## src/rtl/sd_interp_upsampler.sv

```systemverilog
// Linear-interpolating upsampler: buffers PCM samples in a 2-entry FIFO and ramps
// dout from one sample to the next over 2**LOG2_OSR clocks, feeding the sigma-delta modulator.
module sd_interp_upsampler #(
    parameter int N        = 16,
    parameter int LOG2_OSR = 6
) (
    input  logic         clk,
    input  logic         areset,
    input  logic [N-1:0] din,
    input  logic         din_valid,
    output logic         din_ready,
    output logic [N-1:0] dout,
    output logic         underflow,
    output logic         running
);
    localparam int AW = N + LOG2_OSR + 1;
    localparam logic [LOG2_OSR-1:0] PH_LAST = '1;

    typedef enum logic [1:0] {IDLE, RUN, STARVE} state_t;
    state_t state, state_nxt;

    logic [N-1:0] fifo_mem [2];
    logic         rd_ptr, wr_ptr;
    logic [1:0]   count;
    logic         push, pop, starve;
    logic [N-1:0] head;

    logic signed [N-1:0]  prev, cur;
    logic signed [N:0]    delta;
    logic signed [AW-1:0] delta_ext, cur_sh, acc;
    logic [LOG2_OSR-1:0]  ph;

    assign din_ready = (count != 2'd2);
    assign push      = din_valid && din_ready;
    assign head      = fifo_mem[rd_ptr];
    assign running   = (state == RUN);

    // delta spans the full N+1-bit range, so a full-scale step cannot wrap
    assign delta     = $signed({cur[N-1], cur}) - $signed({prev[N-1], prev});
    assign delta_ext = {{LOG2_OSR{delta[N]}}, delta};
    assign cur_sh    = {cur[N-1], cur, {LOG2_OSR{1'b0}}};
    assign dout      = N'(acc >>> LOG2_OSR);

    always_ff @(posedge clk) begin
        if (areset) state <= IDLE;
        else        state <= state_nxt;
    end

    always_comb begin
        state_nxt = state;
        pop       = 1'b0;
        starve    = 1'b0;
        case (state)
            IDLE, STARVE: begin
                if (count != 2'd0) begin
                    pop       = 1'b1;
                    state_nxt = RUN;
                end
            end
            RUN: begin
                if (ph == PH_LAST) begin
                    if (count != 2'd0) begin
                        pop = 1'b1;
                    end else begin
                        starve    = 1'b1;
                        state_nxt = STARVE;
                    end
                end
            end
            default: state_nxt = IDLE;
        endcase
    end

    // Pop decisions use the registered count, so a same-cycle push is never popped
    always_ff @(posedge clk) begin
        if (areset) begin
            rd_ptr <= 1'b0;
            wr_ptr <= 1'b0;
            count  <= 2'd0;
        end else begin
            if (push) wr_ptr <= ~wr_ptr;
            if (pop)  rd_ptr <= ~rd_ptr;
            case ({push, pop})
                2'b10:   count <= count + 2'd1;
                2'b01:   count <= count - 2'd1;
                default: count <= count;
            endcase
        end
    end

    always_ff @(posedge clk) begin
        if (push) fifo_mem[wr_ptr] <= din;
    end

    always_ff @(posedge clk) begin
        if (areset) begin
            prev      <= '0;
            cur       <= '0;
            acc       <= '0;
            ph        <= '0;
            underflow <= 1'b0;
        end else begin
            underflow <= starve;
            if (state == RUN) begin
                acc <= acc + delta_ext;
                if (ph != PH_LAST) ph <= ph + LOG2_OSR'(1);
            end
            if (pop) begin
                prev <= cur;
                cur  <= head;
                ph   <= '0;
                // Entering from IDLE/STARVE the ramp restarts at the held sample
                if (state != RUN) acc <= cur_sh;
            end
        end
    end
endmodule

```

## config.mk

```make
export PLATFORM = sky130hd
export DESIGN_NAME = sd_interp_upsampler
export DESIGN_NICKNAME = d
export VERILOG_FILES = /design/src/rtl/sd_interp_upsampler.sv
export SDC_FILE = /design/constraint.sdc
export NUM_CORES = 1
export LEC_CHECK = 0
export ABC_CLOCK_PERIOD_IN_PS = 3820
export BUFFER_PORTS_ARGS = -buffer_cell sky130_fd_sc_hd__buf_2
export CORE_MARGIN = 2
export CORE_UTILIZATION = 35
export DETAILED_ROUTE_END_ITERATION = 10
export PLACE_DENSITY = 0.6
export SETUP_SLACK_MARGIN = 0.02
export SLEW_MARGIN = 20
export SYNTH_ARGS = -nofsm -noshare
export SYNTH_HDL_FRONTEND = slang
export SYNTH_SLANG_ARGS = --single-unit
export TNS_END_PERCENT = 5
```

## constraint.sdc

```tcl
create_clock -name clk -period 3.82 [get_ports clk]
set_input_delay 0.573 -clock clk [delete_from_list [all_inputs] [get_ports clk]]
set_output_delay 0.573 -clock clk [all_outputs]
set_load 0.03 [all_outputs]
```

# Word-level counts from Yosys, hierarchy flattened
# Memories as Yosys holds them, arrays and structs flattened. A register that Yosys moved wholly into a read port is not among the register bits.
# Index checks and enable logic that the tools add are counted.
# Widths: inputs -> output; s select.
[totals]
ff_bits = 52
mem_bits_rw = 32
in_bits = 19
output_inout_bits = 19
mem_count = 1
[mem_list]
columns = ["memory", "depth", "word_bits", "read_ports", "rd_clocked_by_memory_dff", "wr", "line_no", "rtl"]
rows = [
  ["fifo_mem", 2, 16, 1, 1, 1, "22", "logic [N-1:0] fifo_mem [2];"],
]
[op_classes]
addsub = 5
eq_ne = 11
mux = 14
n_bitwise = 4
n_reduce_logical = 9
[ops]
columns = ["operator", "count"]
rows = [
  ["$mux 23", 3],
  ["$add 23x17->23", 1],
  ["$sub 16x16->17", 1],
  ["$pmux 2 s2", 2],
  ["$add 6x1->6 const B", 1],
  ["$eq 6x6->1 const B", 1],
  ["$mux 2", 3],
  ["$ne 2x2->1 const B", 3],
  ["$ne 6x6->1 const B", 1],
  ["$mux 1", 5],
  ["$eq 2x1->1 const B", 2],
  ["$eq 2x2->1 const B", 2],
  ["$ne 2x1->1 const B", 2],
  ["$not 1->1", 4],
  ["$reduce_bool 2->1", 2],
  ["$reduce_or 2->1", 2],
  ["$reduce_and 3->1", 1],
  ["$reduce_or 3->1", 1],
  ["$add 2x1->2 const B", 1],
  ["$logic_not 2->1", 1],
  ["$pmux 1 s2", 1],
  ["$reduce_and 2->1", 1],
  ["$sub 2x1->2 const B", 1],
  ["$logic_and 1x1->1", 1],
]

# Longest topological paths before layout
# Gate-level depths: netlist of run 1.
[logic_depth]
ltp_word = 6
depth_mapped = 13

# Least setup slack after synthesis of run 1
# No wires, ideal clock.
[synth_path]
path_type = "flip-flop to flip-flop"
start = "reg acc[13]"
end = "reg acc[16]"
setup_time_ps = 95
t_arrival_ps = 2699
required_ps = 3725
slack_ps = 1025
stages_incl_launch_ff = 12
path_buffers = 0
period_less_slack_ps = 2795
path_cell_list = "dfxtp_1 inv_1 fa_1 inv_1 ha_1 a21oi_2 nand2b_1 a21boi_1 or4_1 o22ai_2 xor2_1 a221oi_1"
[synth_via]
elab_chain_len = 4
[synth_lines]
columns = ["element", "line_no", "rtl"]
rows = [
  ["start, declared", "30", "logic signed [AW-1:0] delta_ext, cur_sh, acc;"],
  ["start signal, assigned", "105", "acc <= acc + delta_ext;"],
  ["start signal, assigned", "113", "if (state != RUN) acc <= cur_sh;"],
  ["$add 23x17->23 *", "105", ""],
  ["$mux 23 *", "104", "if (state == RUN) begin"],
  ["$mux 23", "113", ""],
  ["$mux 23 *", "108", "if (pop) begin"],
]
# Mark *: on every way between the ends. The rest lies on a longest branch, timed or not.
# A chain may end at the register's enable or synchronous reset.

# Worst setup path after layout of run 1
[layout_path]
start = "reg acc[7]"
end = "reg acc[16]"
# The elaborated chain is that of the path after synthesis.

==> results.txt, run 1 <==
Max clock buf depth -> 2
largest net degree at the start of global routing -> 58
H-tree depth -> 3
final period utilization -> 81.5%
Worst Skew -> 7.83 ps
DRC -> 0
Post-DP HPWL -> 9.15 mm
ant diodes -> 0
die area -> 17000 µm²
Routed Antenna Nets -> 0
top cells by area, synth -> dfxtp_1, edfxtp_1, fa_1
Max-slew headroom -> 34.6%
synthesis-to-layout area growth -> 9.70%
critical path's top delay family -> compound AO/OA/AOI/OAI gates
most frequent CP cell -> inv_1
fmax -> 321 MHz
vias in the first global route -> 4083
gr ovfl total -> 0
minimum clock period -> 3110 ps
synth unique cells -> 53
post-CTS setup repair buffer count -> 0
outcome -> finished, final reports clean
Data required, critical path -> 4070 ps
Clk Latency, worst-skew pair -> 340 ps
initial antenna violation count -> 0
Fill cells -> 1575
clk root buf -> clkbuf_16
crit end category -> flop
setup TNS -> 0 ps
syn avg cell area -> 9.15 µm²
Initial Util -> 35.5%
# resized after CTS -> 0
syn nets -> 675
clock slew at reported path FFs -> 70 ps
Synth Cell Area -> 5580 µm²
Pins Over Slew Limit -> 0
Port-buffer cells -> 37
core area -> 15700 µm²
Seq/Total Area, Yosys -> 41.2%
buffers and inverters on the worst path -> 2
crit path kind -> flop to flop
first-pass detailed-route iteration total -> 4
Synth warnings -> 0
Finish-stage setup viols -> 0
RSZ-0062 raised after global routing -> false
Via density -> 4.89
Yosys top cell area share -> 24.0%
die span in y -> 130 µm
Worst setup SP type -> flop
pre-CTS setup slack -> 755 ps
CTS tree -> built
DR vias -> 4119
NumNets Final -> 686
Routed WL per cell -> 14.6 µm
Cell Rows -> 46
WL final -> 12.3 mm
CTS Buf Count -> 9
worst endpoint data arrival time -> 3360 ps
Worst path max stage delay -> 540 ps
Least-Margin Pin Slew -> 980 ps
Tot GR Track Use -> 15.1%
max_cap viols -> 0
hold_buf cts -> 0
Hold Crit Class -> primary input to flop
# IOs -> 38
first-pass GRT wire length -> 20.1 mm
Worst path slowest cell -> fa_1
FF+latch count, synth -> 99
share of layout cells above drive strength 1 -> 10.4%
final hold vios -> 0
CP max FO -> 5
Cell Chain, Critical Path -> inv_1 > fa_1 > inv_1 > ha_1 > a21oi_1 > o21ai_1 > and3_1 > or4_1 > o22ai_2 > xor2_1 > a221oi_1
Mapped Cells -> 610
area leader, netlist -> dfxtp_1
worst setup margin -> 706 ps
clock tree sinks -> 99
initial DRC count -> 194
RePlAce Congestion -> 0.948
die width -> 130 µm
reg2reg setup slack -> 710 ps
==> cells in the mapped netlist (all sizes together) <==
master,n
o2111ai,1
nand3,11
nand4,5
a31o,1
xor2,15
a21oi,54
a21boi,5
o21bai,3
a21o,3
nand2,65
o21a,1
xnor2,10
nor2b,2
or3,1
and4b,2
nand2b,8
or4,2
clkbuf,15
fa,21
a211oi,21
mux2i,18
o22ai,1
a311oi,3
a31oi,3
and3,2
nor4,1
and2,3
nor2,42
edfxtp,32
nor3,9
o21ai,21
dfxtp,67
a221oi,9
a2111oi,2
inv,86
o311ai,1
o32a,1
o31ai,4
o211ai,2
a211o,2
ha,25
buf,28
a22oi,1
a311o,1
==> metal layers <==
metal,routed length (µm),GRT usage (%)
met1,6150,21.1
met2,5630,24.2
met3,346,2.05
met4,175,5.00
met5,0,0
==> layout by cell type (no fill, tap or decap), drive strengths merged, types with 11 or more instances in the layout <==
master	instances
inv	88
dfxtp	67
nand2	65
a21oi	54
buf	43
nor2	42
edfxtp	32
ha	25
fa	21
a211oi	21
o21ai	21
mux2i	18
xor2	15
clkbuf	12
nand3	11
==> cell families after synthesis <==
kind of cell	Yosys count	share of synthesized area, %
and+or+nand+nor	153	12.1
AOI/OAI and AO/OA	140	16.4
buffers and inverters	129	9.99
DFF	99	41.2
adders and majority gates	46	13.1
xor gates and xnor gates	25	3.92
muxes	18	3.23
==> cell type report <==
cell class / count / area, µm² / area share (%)
clock buffers: 12 / 246 / 4.02
clock inverters: 4 / 26.3 / 0.429
inverters: 86 / 323 / 5.27
multi-input cells: 382 / 2730 / 44.5
flip-flops and latches: 99 / 2300 / 37.6
well taps: 216 / 270 / 4.41
repair buffers: 43 / 230 / 3.76
==> sequential cells by signal (all words and copies together) (netlist names) <==
register   flops
ph             6
prev          16
acc           22
cur           16
rd_ptr         1
state          2
underflow      1
fifo_mem      32
count          2
wr_ptr         1
==> worst register-to-register path: stages (launching register included) <==
cell      delay (ps)
dfxtp_1          370
inv_1             90
fa_1             540
inv_1             40
ha_1             350
a21oi_1          270
o21ai_1          130
and3_1           210
or4_1            410
o22ai_2          240
xor2_1           100
a221oi_1         270
==> path summary, 6_finish.rpt <==
check	from	end	cells past startpoint
max reg2reg	acc[7]$_SDFF_PP0_	acc[16]$_SDFF_PP0_	11
max	acc[7]$_SDFF_PP0_	acc[16]$_SDFF_PP0_	11
min	din[7]	fifo_mem[1][7]$_DFFE_PP_	1
min reg2reg	acc[2]$_SDFF_PP0_	acc[2]$_SDFF_PP0_	2
==> metrics by stage <==
step / instances / area [µm²] / util [%] / hold WS, ps
final: 842 / 6130 / 39.0 / 416
after global routing: 842 / 6130 / 39.0 / 405
after CTS: 842 / 6130 / 39.0 / 408
after detailed placement: 826 / 5850 / 37.3 / 459
after global placement: 826 / 5850 / 37.3 / 453
after floorplan: 610 / 5580 / - / 441
Power of run 1 is not shown: default switching activity piles up to over one toggle a cycle in this logic, so the estimate is an artifact.
==> run 2: changes to the inputs <==
Settings changed: ABC_AREA set to 1, ABC_CLOCK_PERIOD_IN_PS 3820 to 3050.
Clock period 3.82 ns to 3.05 ns, I/O delays scaled along.
==> results.txt, run 2 <==
outcome -> finished, final reports clean
Post-DP HPWL -> 10.7 mm (+17%)
Port-buffer cells -> 37 (unchanged)
RSZ-0062 raised after global routing -> false
Post-synth top flop -> dfxtp_1
Cell Chain, Critical Path -> inv_1 > ha_1 > inv_1 > ha_1 > inv_1 > fa_1 > inv_1 > nand3_1 > nand3_1 > nand2_1 > nand3_1 > nand2_1 > nand2_1 > nand2_1 > nand2_1 > nand2_1 > a21oi_1
Async SR Flop Fraction -> 0% (unchanged)
CTS tree -> built
WL final -> 13.6 mm (+11%)
Max clock buf depth -> 2 (unchanged)
most frequent cells in the layout -> nand2_1, inv_1, dfxtp_1
Cell Rows -> 47 (+2.2%)
final hold vios -> 0 (unchanged)
largest family of logic cells by synthesized area -> simple AND/OR/NAND/NOR gates
Mapped Cells -> 795 (+30%)
H-tree depth -> 3 (unchanged)
worst endpoint data arrival time -> 2920 ps (-440 ps)
minimum clock period -> 2640 ps (-472 ps)
Hold WS -> 293 ps (-123 ps)
post-CTS setup repair buffer count -> 0 (unchanged)
initial antenna violation count -> 0 (unchanged)
Synth top cells by count -> nand2_1, inv_1, dfxtp_1, nor2_1, a21oi_1
commonest non-fill, non-tap cell in the layout -> nand2_1
Worst path max stage delay -> 400 ps (-140 ps)
area leader, netlist -> dfxtp_1
Worst path slowest cell -> fa_1
Via density -> 4.63 (-5.4%)
Least-Margin Pin Slew -> 789 ps (-190 ps)
simple-gate portion of the synthesized area -> 22.9% (+11 points)
core area -> 16600 µm² (+5.5%)
Initial Util -> 35.8% (+0.25 points)
Finish-stage setup viols -> 0 (unchanged)
crit path kind -> flop to flop
die width -> 134 µm (+3.0%)
Tot GR Track Use -> 16.1% (+1.0 points)
WL met2 -> 6.48 mm (+15%)
hold_buf cts -> 0 (unchanged)
DRC -> 0 (unchanged)
count leader, synth -> nand2_1
max reg flops -> 32 (unchanged)
first-pass detailed-route iteration total -> 4 (unchanged)
max layer used -> met4
die area -> 18000 µm² (+6.1%)
Pins Over Slew Limit -> 0 (unchanged)
syn avg cell area -> 7.46 µm² (-18%)
most frequent CP cell -> nand2_1
fmax -> 379 MHz (+18%)
Routed Antenna Nets -> 0 (unchanged)
final period utilization -> 86.6% (+5.1 points)
Synth Area in Compound Gates -> 10.4% (-6.0 points)
clock tree sinks -> 99 (unchanged)
post-synthesis xor/xnor area fraction -> 1.77% (-2.2 points)
CP max FO -> 5 (unchanged)
synth unique cells -> 34 (-36%)
die span in y -> 134 µm (+3.0%)
Yosys top cell area share -> 22.6% (-1.4 points)
Max-slew headroom -> 47.4% (+13 points)
mux cell area share after synthesis -> 0% (-3.2 points)
ant diodes -> 0 (unchanged)
Seq/Total Area, Yosys -> 38.8% (-2.4 points)
first-pass GRT wire length -> 22.9 mm (+14%)
share of layout cells above drive strength 1 -> 8.19% (-2.2 points)
synthesis-to-layout area growth -> 9.04%
Synth Cell Area -> 5930 µm² (+6.3%)
max_cap viols -> 0 (unchanged)
DR vias -> 4803 (+17%)
Hold Crit Class -> primary input to flop
Synth warnings -> 0 (unchanged)
largest net degree at the start of global routing -> 40 (-31%)
Data required, critical path -> 3330 ps (-740 ps)
gr ovfl total -> 0 (unchanged)
Largest regs -> fifo_mem: 32 flops, acc: 22 flops
Fill cells -> 1789 (+14%)
top cells by area, synth -> dfxtp_1, edfxtp_1, nand2_1
FF+latch count, synth -> 99 (unchanged)
CTS Buf Count -> 9 (unchanged)
syn nets -> 860 (+27%)
Worst Skew -> 11.3 ps (+3.45 ps)
# IOs -> 38 (unchanged)
crit end category -> flop
clock slew at reported path FFs -> 70 ps (about the same)
clk root buf -> clkbuf_16
initial DRC count -> 245 (+26%)
RePlAce Congestion -> 0.889 (-6.3%)
reg2reg setup slack -> 410 ps (-300 ps)
vias in the first global route -> 4603 (+13%)
Clk Latency, worst-skew pair -> 350 ps (about the same)
Worst setup SP type -> flop
Synth Area in Adders -> 12.4% (-0.78 points)
NumNets Final -> 878 (+28%)
met3 routed WL -> 592 µm (+71%)
EDFF count, synth -> 32 (unchanged)
Routed WL per cell -> 13.1 µm (-10%)
setup TNS -> 0 ps (unchanged)
Most flops, register -> fifo_mem
# resized after CTS -> 0 (unchanged)
DRT met1 WL -> 6.24 mm (+1.4%)
==> run 2: changes by cell type after synthesis, sizes merged, moves of 7 or more <==
cell    previous run  this run
a211oi            21         1
a21oi             54        37
a31oi              3        16
nand2             65       244
nand3             11        31
nand2b             8         0
mux2i             18         0
xnor2             10         3
o21ai             21        50
inv               86       153
a221oi             9         0
==> run 2: path summary, 6_finish.rpt <==
kind                   startpoint                       end  depth (start not counted)
max reg2reg     acc[0]$_SDFF_PP0_        acc[16]$_SDFF_PP0_                         17
max             acc[0]$_SDFF_PP0_        acc[16]$_SDFF_PP0_                         17
min                        din[9]  fifo_mem[0][9]$_DFFE_PP_                          1
min reg2reg  prev[0]$_SDFFE_PP0P_      prev[0]$_SDFFE_PP0P_                          2
==> run 2: kinds of logic after synthesis <==
| family | Yosys count |
|---|---|
| AND/OR/NAND/NOR | 335 |
| AO/OA/AOI/OAI | 113 |
| XOR/XNOR | 12 |
| buffers and inverters | 190 |
| adder cells (fa/ha/maj) | 46 |
| flip-flops | 99 |
==> run 2: per-layer routing <==
metal / GRT usage, % / vias to the layer above
li1: - / 2519
met1: 20.9 / 2179
met3: 2.49 / 20
met2: 27.2 / 85
met4: 5.96 / 0
met5: 0 / -
==> run 2: area by class of cell <==
cell class / count / area, µm² / area share [%]
clock buffers: 11 / 233 / 3.60
clock inverters: 5 / 36.3 / 0.561
inverters: 153 / 574 / 8.87
multi-input cells: 506 / 2810 / 43.5
flip-flops and latches: 99 / 2300 / 35.6
well taps: 220 / 275 / 4.25
repair buffers: 44 / 238 / 3.67
==> run 2: metrics by stage <==
step / instance area [µm²] / cells / utilization [%] / setup slack, ps
finish: 6470 / 1038 / 39.0 / 408
global route: 6470 / 1038 / 39.0 / 139
CTS: 6470 / 1038 / 39.0 / 410
detailed placement: 6200 / 1022 / 37.4 / 438
global placement: 6200 / 1022 / 37.4 / 420
floorplan: 5930 / 795 / - / 851
==> run 2: critical path: cells and delay by family, from the launching register on <==
family | cells | cell delay (ps)
AND/OR/NAND/NOR | 9 | 850
flip-flops | 1 | 330
buffers and inverters | 4 | 340
AO/OA/AOI/OAI | 1 | 120
adder cells (fa/ha/maj) | 3 | 930
Power of run 2 is left out for the same reason.
